[src/rtl/conv_systolic_param.sv]
// conv_systolic_param: K x K valid-mode convolution over an N x N image with P parallel MAC lanes.
// Load stream fills filter then image; results stream out row-major after the MAC phase.
module conv_systolic_param #(
    parameter int DW  = 8,
    parameter int N   = 4,
    parameter int K   = 3,
    parameter int P   = 1,
    parameter int SAT = 0
) (
    input  logic          clk,
    input  logic          rst,
    input  logic          start,
    output logic          busy,
    output logic          done,
    input  logic          in_valid,
    output logic          in_ready,
    input  logic [DW-1:0] in_data,
    output logic          out_valid,
    input  logic          out_ready,
    output logic [DW-1:0] out_data
);
    localparam int OW   = N - K + 1;
    localparam int M    = OW * OW;
    localparam int KK   = K * K;
    localparam int NN   = N * N;
    localparam int L    = KK + NN;
    localparam int ACCW = 2 * DW + $clog2(KK);
    localparam int G    = (M + P - 1) / P;
    localparam int LW   = $clog2(L);
    localparam int TW   = KK > 1 ? $clog2(KK) : 1;
    localparam int IW   = NN > 1 ? $clog2(NN) : 1;
    localparam int GW   = G > 1 ? $clog2(G) : 1;
    localparam int MW   = M > 1 ? $clog2(M) : 1;

    typedef enum logic [1:0] {IDLE, LOAD, COMP, OUT} state_t;

    state_t            state_q, state_d;
    logic [LW-1:0]     ld_q, ld_d;
    logic [TW-1:0]     t_q, t_d;
    logic [GW-1:0]     g_q, g_d;
    logic [MW-1:0]     oi_q, oi_d;
    logic              done_q, done_d;
    logic [DW-1:0]     f_q [KK];
    logic [DW-1:0]     img_q [NN];
    logic [ACCW-1:0]   acc_q [M];
    logic [ACCW-1:0]   acc_d [M];
    logic [ACCW-1:0]   res;

    assign busy      = state_q != IDLE;
    assign done      = done_q;
    assign in_ready  = state_q == LOAD;
    assign out_valid = state_q == OUT;
    assign res       = acc_q[oi_q];
    assign out_data  = !out_valid ? '0 :
                       (SAT != 0 && res > ACCW'({DW{1'b1}})) ? {DW{1'b1}} : res[DW-1:0];

    // Product of tap t for output j: pixel (y+r, x+c) times weight (r, c).
    function automatic logic [ACCW-1:0] prod(input int j, input int t);
        int pix;
        pix = (j / OW + t / K) * N + j % OW + t % K;
        return ACCW'(img_q[IW'(pix)]) * ACCW'(f_q[TW'(t)]);
    endfunction

    always_comb begin
        state_d = state_q;
        ld_d    = ld_q;
        t_d     = t_q;
        g_d     = g_q;
        oi_d    = oi_q;
        done_d  = 1'b0;
        case (state_q)
            IDLE: state_d = start ? LOAD : IDLE;
            LOAD: if (in_valid) begin
                ld_d    = (ld_q == LW'(L - 1)) ? '0 : ld_q + 1'b1;
                state_d = (ld_q == LW'(L - 1)) ? COMP : LOAD;
            end
            COMP: begin
                t_d = (t_q == TW'(KK - 1)) ? '0 : t_q + 1'b1;
                if (t_q == TW'(KK - 1)) begin
                    g_d     = (g_q == GW'(G - 1)) ? '0 : g_q + 1'b1;
                    state_d = (g_q == GW'(G - 1)) ? OUT : COMP;
                end
            end
            OUT: if (out_ready) begin
                oi_d    = (oi_q == MW'(M - 1)) ? '0 : oi_q + 1'b1;
                state_d = (oi_q == MW'(M - 1)) ? IDLE : OUT;
                done_d  = oi_q == MW'(M - 1);
            end
            default: state_d = IDLE;
        endcase
    end

    // Tap 0 overwrites the accumulator, so no separate clear is needed between jobs.
    always_comb begin
        acc_d = acc_q;
        for (int p = 0; p < P; p++)
            if (state_q == COMP && int'(g_q) * P + p < M)
                acc_d[MW'(int'(g_q) * P + p)] =
                    (t_q == '0 ? '0 : acc_q[MW'(int'(g_q) * P + p)]) + prod(int'(g_q) * P + p, int'(t_q));
    end

    always_ff @(posedge clk) begin
        if (!rst) begin
            state_q <= IDLE;
            ld_q    <= '0;
            t_q     <= '0;
            g_q     <= '0;
            oi_q    <= '0;
            done_q  <= 1'b0;
        end else begin
            state_q <= state_d;
            ld_q    <= ld_d;
            t_q     <= t_d;
            g_q     <= g_d;
            oi_q    <= oi_d;
            done_q  <= done_d;
        end
    end

    always_ff @(posedge clk) begin
        if (state_q == LOAD && in_valid) begin
            if (ld_q < LW'(KK))
                f_q[TW'(ld_q)] <= in_data;
            else
                img_q[IW'(ld_q - LW'(KK))] <= in_data;
        end
        acc_q <= acc_d;
    end
endmodule
[config.mk]
export PLATFORM = sky130hd
export DESIGN_NAME = conv_systolic_param
export DESIGN_NICKNAME = d
export VERILOG_FILES = /design/src/rtl/conv_systolic_param.sv
export SDC_FILE = /design/constraint.sdc
export NUM_CORES = 1
export LEC_CHECK = 0
export ABC_AREA = 1
export CORE_ASPECT_RATIO = 0.5
export CORE_MARGIN = 10
export CORE_UTILIZATION = 47
export CTS_CLUSTER_DIAMETER = 60
export DETAILED_ROUTE_END_ITERATION = 6
export GPL_TIMING_DRIVEN = 0
export PLACE_DENSITY = 0.61
export SETUP_SLACK_MARGIN = 0.05
export SLEW_MARGIN = 40
export SYNTH_ARGS = -nofsm -noshare
export SYNTH_HDL_FRONTEND = slang
export SYNTH_SLANG_ARGS = --single-unit
[constraint.sdc]
create_clock -name clk -period 15.15 [get_ports clk]
set_clock_uncertainty 0.15 [all_clocks]
set_input_delay 3.03 -clock clk [delete_from_list [all_inputs] [get_ports clk]]
set_output_delay 3.03 -clock clk [all_outputs]
set_load 0.02 [all_outputs]
* Word-level counts from Yosys, hierarchy flattened *
Memories as Yosys holds them, arrays and structs flattened. A register that Yosys moved wholly into a read port is not among the register bits.
Index checks and enable logic that the tools add are counted.

word-level totals
  register bits = 96
  bits in writable memories = 200
  input bits = 13
  output and inout port bits = 12
  logic and storage cells = 83
  memories kept = 2

memory list
  name   words  width  rd ports  clocked after Yosys merged registers in  write ports  RTL line  text
  img_q  16     8      1         0                                        1            44        logic [DW-1:0] img_q [NN];
  f_q    9      8      1         1                                        1            43        logic [DW-1:0] f_q [KK];

cells by class
  add/subtract/negate cells = 9
  multiply operators = 1
  div/mod/pow operators = 2
  order comparisons = 5
  equal/unequal tests = 10
  multiplexer cells = 31
  bitwise logic cells = 2
  reductions and logical operators = 11

operator list
  operator                                                     number
  binary-select mux 20 bit (select 2 bit)                      2
  bitwise mux 80 bit                                           1
  2-to-1 mux 20 bit                                            4
  demux 20 bit (select 2 bit)                                  1
  divider 5 x 3 -> 32 bit (second input constant)              1
  modulo 5 x 3 -> 32 bit (second input constant)               1
  2-to-1 mux 8 bit                                             3
  adder 20 x 16 -> 20 bit                                      1
  multiplier 8 x 8 -> 16 bit                                   1
  2-to-1 mux 2 bit                                             7
  2-to-1 mux 4 bit                                             3
  equality test 2 bit (second input constant)                  4
  2-to-1 mux 1 bit                                             8
  case mux 2 bit (4 select lines)                              1
  AND reduction 2 bit                                          3
  AND reduction 3 bit                                          2
  adder 5 x 1 -> 5 bit (second input constant)                 1
  equality test 5 bit (second input constant)                  1
  less-than comparator 5 x 4 -> 1 bit (second input constant)  1
  2-to-1 mux 5 bit                                             1
  adder 2 x 1 -> 2 bit (second input constant)                 2
  adder 4 x 1 -> 4 bit (second input constant)                 1
  adder 4 x 2 -> 4 bit                                         1
  adder 4 bit                                                  1
  other kinds (16)                                             19

* Logic depth before layout (Yosys ltp) *
An unclocked memory read counts as a cell.

  depth in word-level cells = 8
  depth in mapped cells = 44
  depth with buffers taken out = 43

* Least setup slack after synthesis *
OpenSTA, ideal clock, no wires.

  path kind = flip-flop to flip-flop
  start point = register t_q[3]
  end point = register acc_q[27] in the netlist's numbering, data pin
  library setup time = 0.260 ns
  arrival time = 6.669 ns
  required time = 14.740 ns
  slack = 8.071 ns
  stages on the path, launching flop included = 41
  buffers on the path = 1
  period minus slack after synthesis = 7.079 ns
  path through = dfxtp_1 > inv_2 > nand2_1 > inv_1 > ha_1 > ha_1 > a21oi_2 > nand3_1 > nand2_1 > inv_1 > ha_1 > inv_1 > nand3_2 > ha_1 > ha_1 > xnor2_1 > inv_1 > clkbuf_1 > [... 5 more ...] > nand2_1 > fa_1 > inv_1 > fa_1 > ha_1 > inv_1 > fa_1 > inv_1 > fa_1 > nand2_1 > nand2_1 > a21oi_1 > nand3b_1 > nand3_1 > nand2_1 > inv_1 > nor2_1 > nor2_1

on the way
  longest elaborated chain between the ends = 8
  elaborated cells between the ends (all ways) = 11
  those cells by class = add/sub: 4; mul: 1; div: 2; mux: 2; reduce/logical: 1; memory: 1

RTL lines
  element                     RTL line  text
  from (decl)                 39        logic [TW-1:0] t_q, t_d;
  from (signal assigned)      113       t_q <= t_d;
  divider 5 x 3 -> 32 bit     60        pix = (j / OW + t / K) * N + j % OW + t % K;
  adder 2 bit                 60
  adder 4 x 2 -> 4 bit        60
  adder 4 bit                 60
  memory read (16 x 8 bit)    --
  multiplier 8 x 8 -> 16 bit  61        return ACCW'(img_q[IW'(pix)]) * ACCW'(f_q[TW'(t)]);
  adder 20 x 16 -> 20 bit *   99        (t_q == '0 ? '0 : acc_q[MW'(int'(g_q) * P + p)]) + prod(int'(g_q) * P + p, int'(t_q));
  bitwise mux 80 bit *        98        acc_d[MW'(int'(g_q) * P + p)] =
  to (signal assigned)        127       acc_q <= acc_d;
  to (decl)                   45        logic [ACCW-1:0] acc_q [M];

Every way passes the cells marked *; elsewhere a longest branch is shown, timed or not.
A chain may end at the register's enable or synchronous reset.

* Final worst setup path *
  start point = register t_q[3]
  end point = register acc_q[7] in the netlist's numbering, data pin

The elaborated chain is that of the path after synthesis.

==> results.toml <==
[run_status]
status = "finished clean"

[grt]
overflow = 0
grt_max_degree = 26
grtUsageTotal_pct = 18.0
grt_pass1_wl_mm = 47.0
grt_antenna_before_repair = 0
grt_pass1_vias = 8347

[clocking]
cts_tree = "built"
cts-hold-fix-buffers = 0
clk_latency_ps = 560
path_clk_slew_ps = 70
clk_path_buf_depth = 3
cts_resized = 0
cts_buffers = 25
cts-root-buf = "clkbuf_16"
htreeDepth = 1
cts_sinks = 252
cts_post_setup_buffers_inserted = 0

[timing]
finalSetupViolCount = 0
tns_ps = 0
fin_crit_sh_pct = 59.1
slew_headroom_pct = 34.5
fmax_mhz = 112
post-route-min-period_ps = 8960
hold_viol_final = 0
drv_slew = 0
hold-worst-slack_ps = 402
rsz0062_at_grt = "false"
worst_slew_pin_slew_ps = 972

[finish]
layout.nets = 1254
nFillCells = 2235
diodes = 0
drive_gt1_share_pct = 11.1
area_growth_pct = 12.9

[power]
comb_power_share_pct = 28.4
p_leak_nw = 5.13
p_int_w = 0.00138
power.density_mw_per_mm2 = 148
netSwitchingPower_w = 0.000668
vdd_drop_max_v = 0.0000817
p_clk_share_pct = 30.4
p_sw_share_pct = 32.6
pwr-share-seq_pct = 41.2

[detailed_routing]
wl_per_cell_um = 19.5
num_vias = 8749
drc_errors = 0
vias_per_cell = 5.66
antenna_left = 0
wl_mm = 30.2
drt_first_pass_iters = 5
drt_iter0_drc = 949

[floorplanning]
chipHeight_um = 134
io_pins = 25
die_w_um = 248
core_mm2 = 0.0254
rows = 41
die_area_mm2 = 0.0333
start_util_pct = 48.2

[synth]
synth_common_cells = "edfxtp_1, nand2_1, nor2_1, o21ai_0, inv_1"
yosys-top-cells-area = "edfxtp_1, o21ai_0, nand2_1"
synth_edf_count = 232
syn_area_mm2 = 0.0123
ys.warnings.count = 0
ys_seq_area_share_pct = 60.1
synth_fp_nets = 1199
synth-async-reset-ratio_pct = 0
synth_top_area_cell = "edfxtp_1"
synth_top_area_share_pct = 56.8
syn_area_per_cell_um2 = 10.8
netlist_instances = 1130
synth.most_common_cell = "edfxtp_1"
synth-seq-cells = 252
synth_cell_types = 41
ys.flop_type = "edfxtp_1"

[place]
gp_congestion = 0.845
numPortBuffers = 24
dpl.hpwl_mm = 21.4

[setup_path]
end_kind = "flop"
critical_path_required_ps = 15300
worstSetupStartpointType = "flop"
worstPathArrival_ps = 9110
max_stage_delay_ps = 800
crit_buf_inv = 9
critPathTopFamily = "adder cells"
crit_type = "flop to flop"
slowest_stage = "o21ai_0"
cp_max_fo = 10
cp_common_cell = "inv_1"

[hold_path]
worst_hold_path_type = "flop to flop"

[flow_run]
cap_violations = 0
cell usage in the layout (no fill, tap or decap), drive strengths merged:
cell	netlist	routed
clkdlybuf4s50	0	16
o221ai	23	23
clkinv	1	15
or3	1	1
xor2	10	10
nor2	139	139
a32o	3	3
bufinv	0	3
o221a	1	1
o211ai	14	14
inv	126	128
nand3	55	55
or2	1	1
nand3b	1	1
nor3	11	11
nor3b	1	1
dfxtp	20	20
xnor2	4	4
nand4	1	1
buf	9	21
fa	18	18
nand2	167	167
a221o	9	9
a21oi	68	68
ha	38	38
clkbuf	36	62
and2	1	1
o31ai	2	2
o21ai	131	131
edfxtp	232	232
nor4	4	4
a211oi	1	1
a221oi	2	2
metrics by stage:
step	setup slack (ps)	std cells	total power [W]	utilization [%]	area (um^2)
CTS	6370	1547	0.00206	54.3	13800
finish	6190	1547	0.00205	54.4	13800
global placement	6450	1498	0.00142	50.8	12900
global route	5870	1547	0.00217	54.4	13800
detailed placement	6400	1502	0.00144	51.1	13000
floorplan	8070	1130	0.00127	-	12300
cell families (layout without fill, tap and decap cells):
family,after synthesis,in the layout,synth area share [%]
and+or+nand+nor,382,382,14.7
AOI/OAI and AO/OA,254,254,12.1
DFF,252,252,60.1
buffers and inverters,172,245,5.32
adders and majority gates,56,56,6.82
xor gates and xnor gates,14,14,1.00
worst reg2reg max path: cells and delay by family, from the launching register on:
family	cells	cell delay (ps)
AOI/OAI and AO/OA	4	1420
xor gates and xnor gates	1	680
adders and majority gates	10	3500
buffers and inverters	9	990
DFF	1	460
and+or+nand+nor	12	1500
routing by layer:
| metal | wire, um | up-vias | GRT usage [%] | part of all wire [%] |
|---|---|---|---|---|
| li1 | - | 4068 | - | - |
| met1 | 14100 | 4331 | 26.6 | 47 |
| met2 | 13300 | 313 | 27.0 | 44 |
| met3 | 2300 | 37 | 3.19 | 7.6 |
| met4 | 480 | 0 | 3.58 | 1.6 |
| met5 | 0 | - | 0 | 0 |
worst paths after layout:
kind	startpoint	to	slack, ps	cells after the start
setup reg to reg	t_q[3]$_SDFFE_PN0P_	acc_q[7]$_DFFE_PP_	6190	36
hold / removal	ld_q[0]$_SDFFE_PN0P_	ld_q[0]$_SDFFE_PN0P_	400	2
hold reg to reg	ld_q[0]$_SDFFE_PN0P_	ld_q[0]$_SDFFE_PN0P_	400	2
setup / recovery	t_q[3]$_SDFFE_PN0P_	acc_q[7]$_DFFE_PP_	6190	36
area by class of cell:
type / instances / area (um^2) / share of cell area [%]
plain buffers: 45 / 175 / 1.27
multi-input cells: 706 / 4350 / 31.4
clock inverters: 19 / 185 / 1.34
flip-flops and latches: 252 / 7370 / 53.3
inverters: 127 / 477 / 3.45
repair buffers: 28 / 223 / 1.61
clock buffers: 26 / 629 / 4.55
well taps: 344 / 430 / 3.11
state kept, by name (all words and copies together) (netlist names), named ones only:
register and cells:
ld_q 5, f_q 72, t_q 4, done 1, state_q 2, acc_q 32, oi_q 2, img_q 128
g_q 2
power by group through the flow:
stage / combinational, W / sequential (W) / clock (W)
finish: 0.000583 / 0.000845 / 0.000623
global placement: 0.000561 / 0.000859 / 0
detailed placement: 0.000584 / 0.000860 / 0
floorplan: 0.000409 / 0.000857 / 0
CTS: 0.000587 / 0.000845 / 0.000629
global route: 0.000668 / 0.000846 / 0.000658
(Power assumes the default switching activity.)
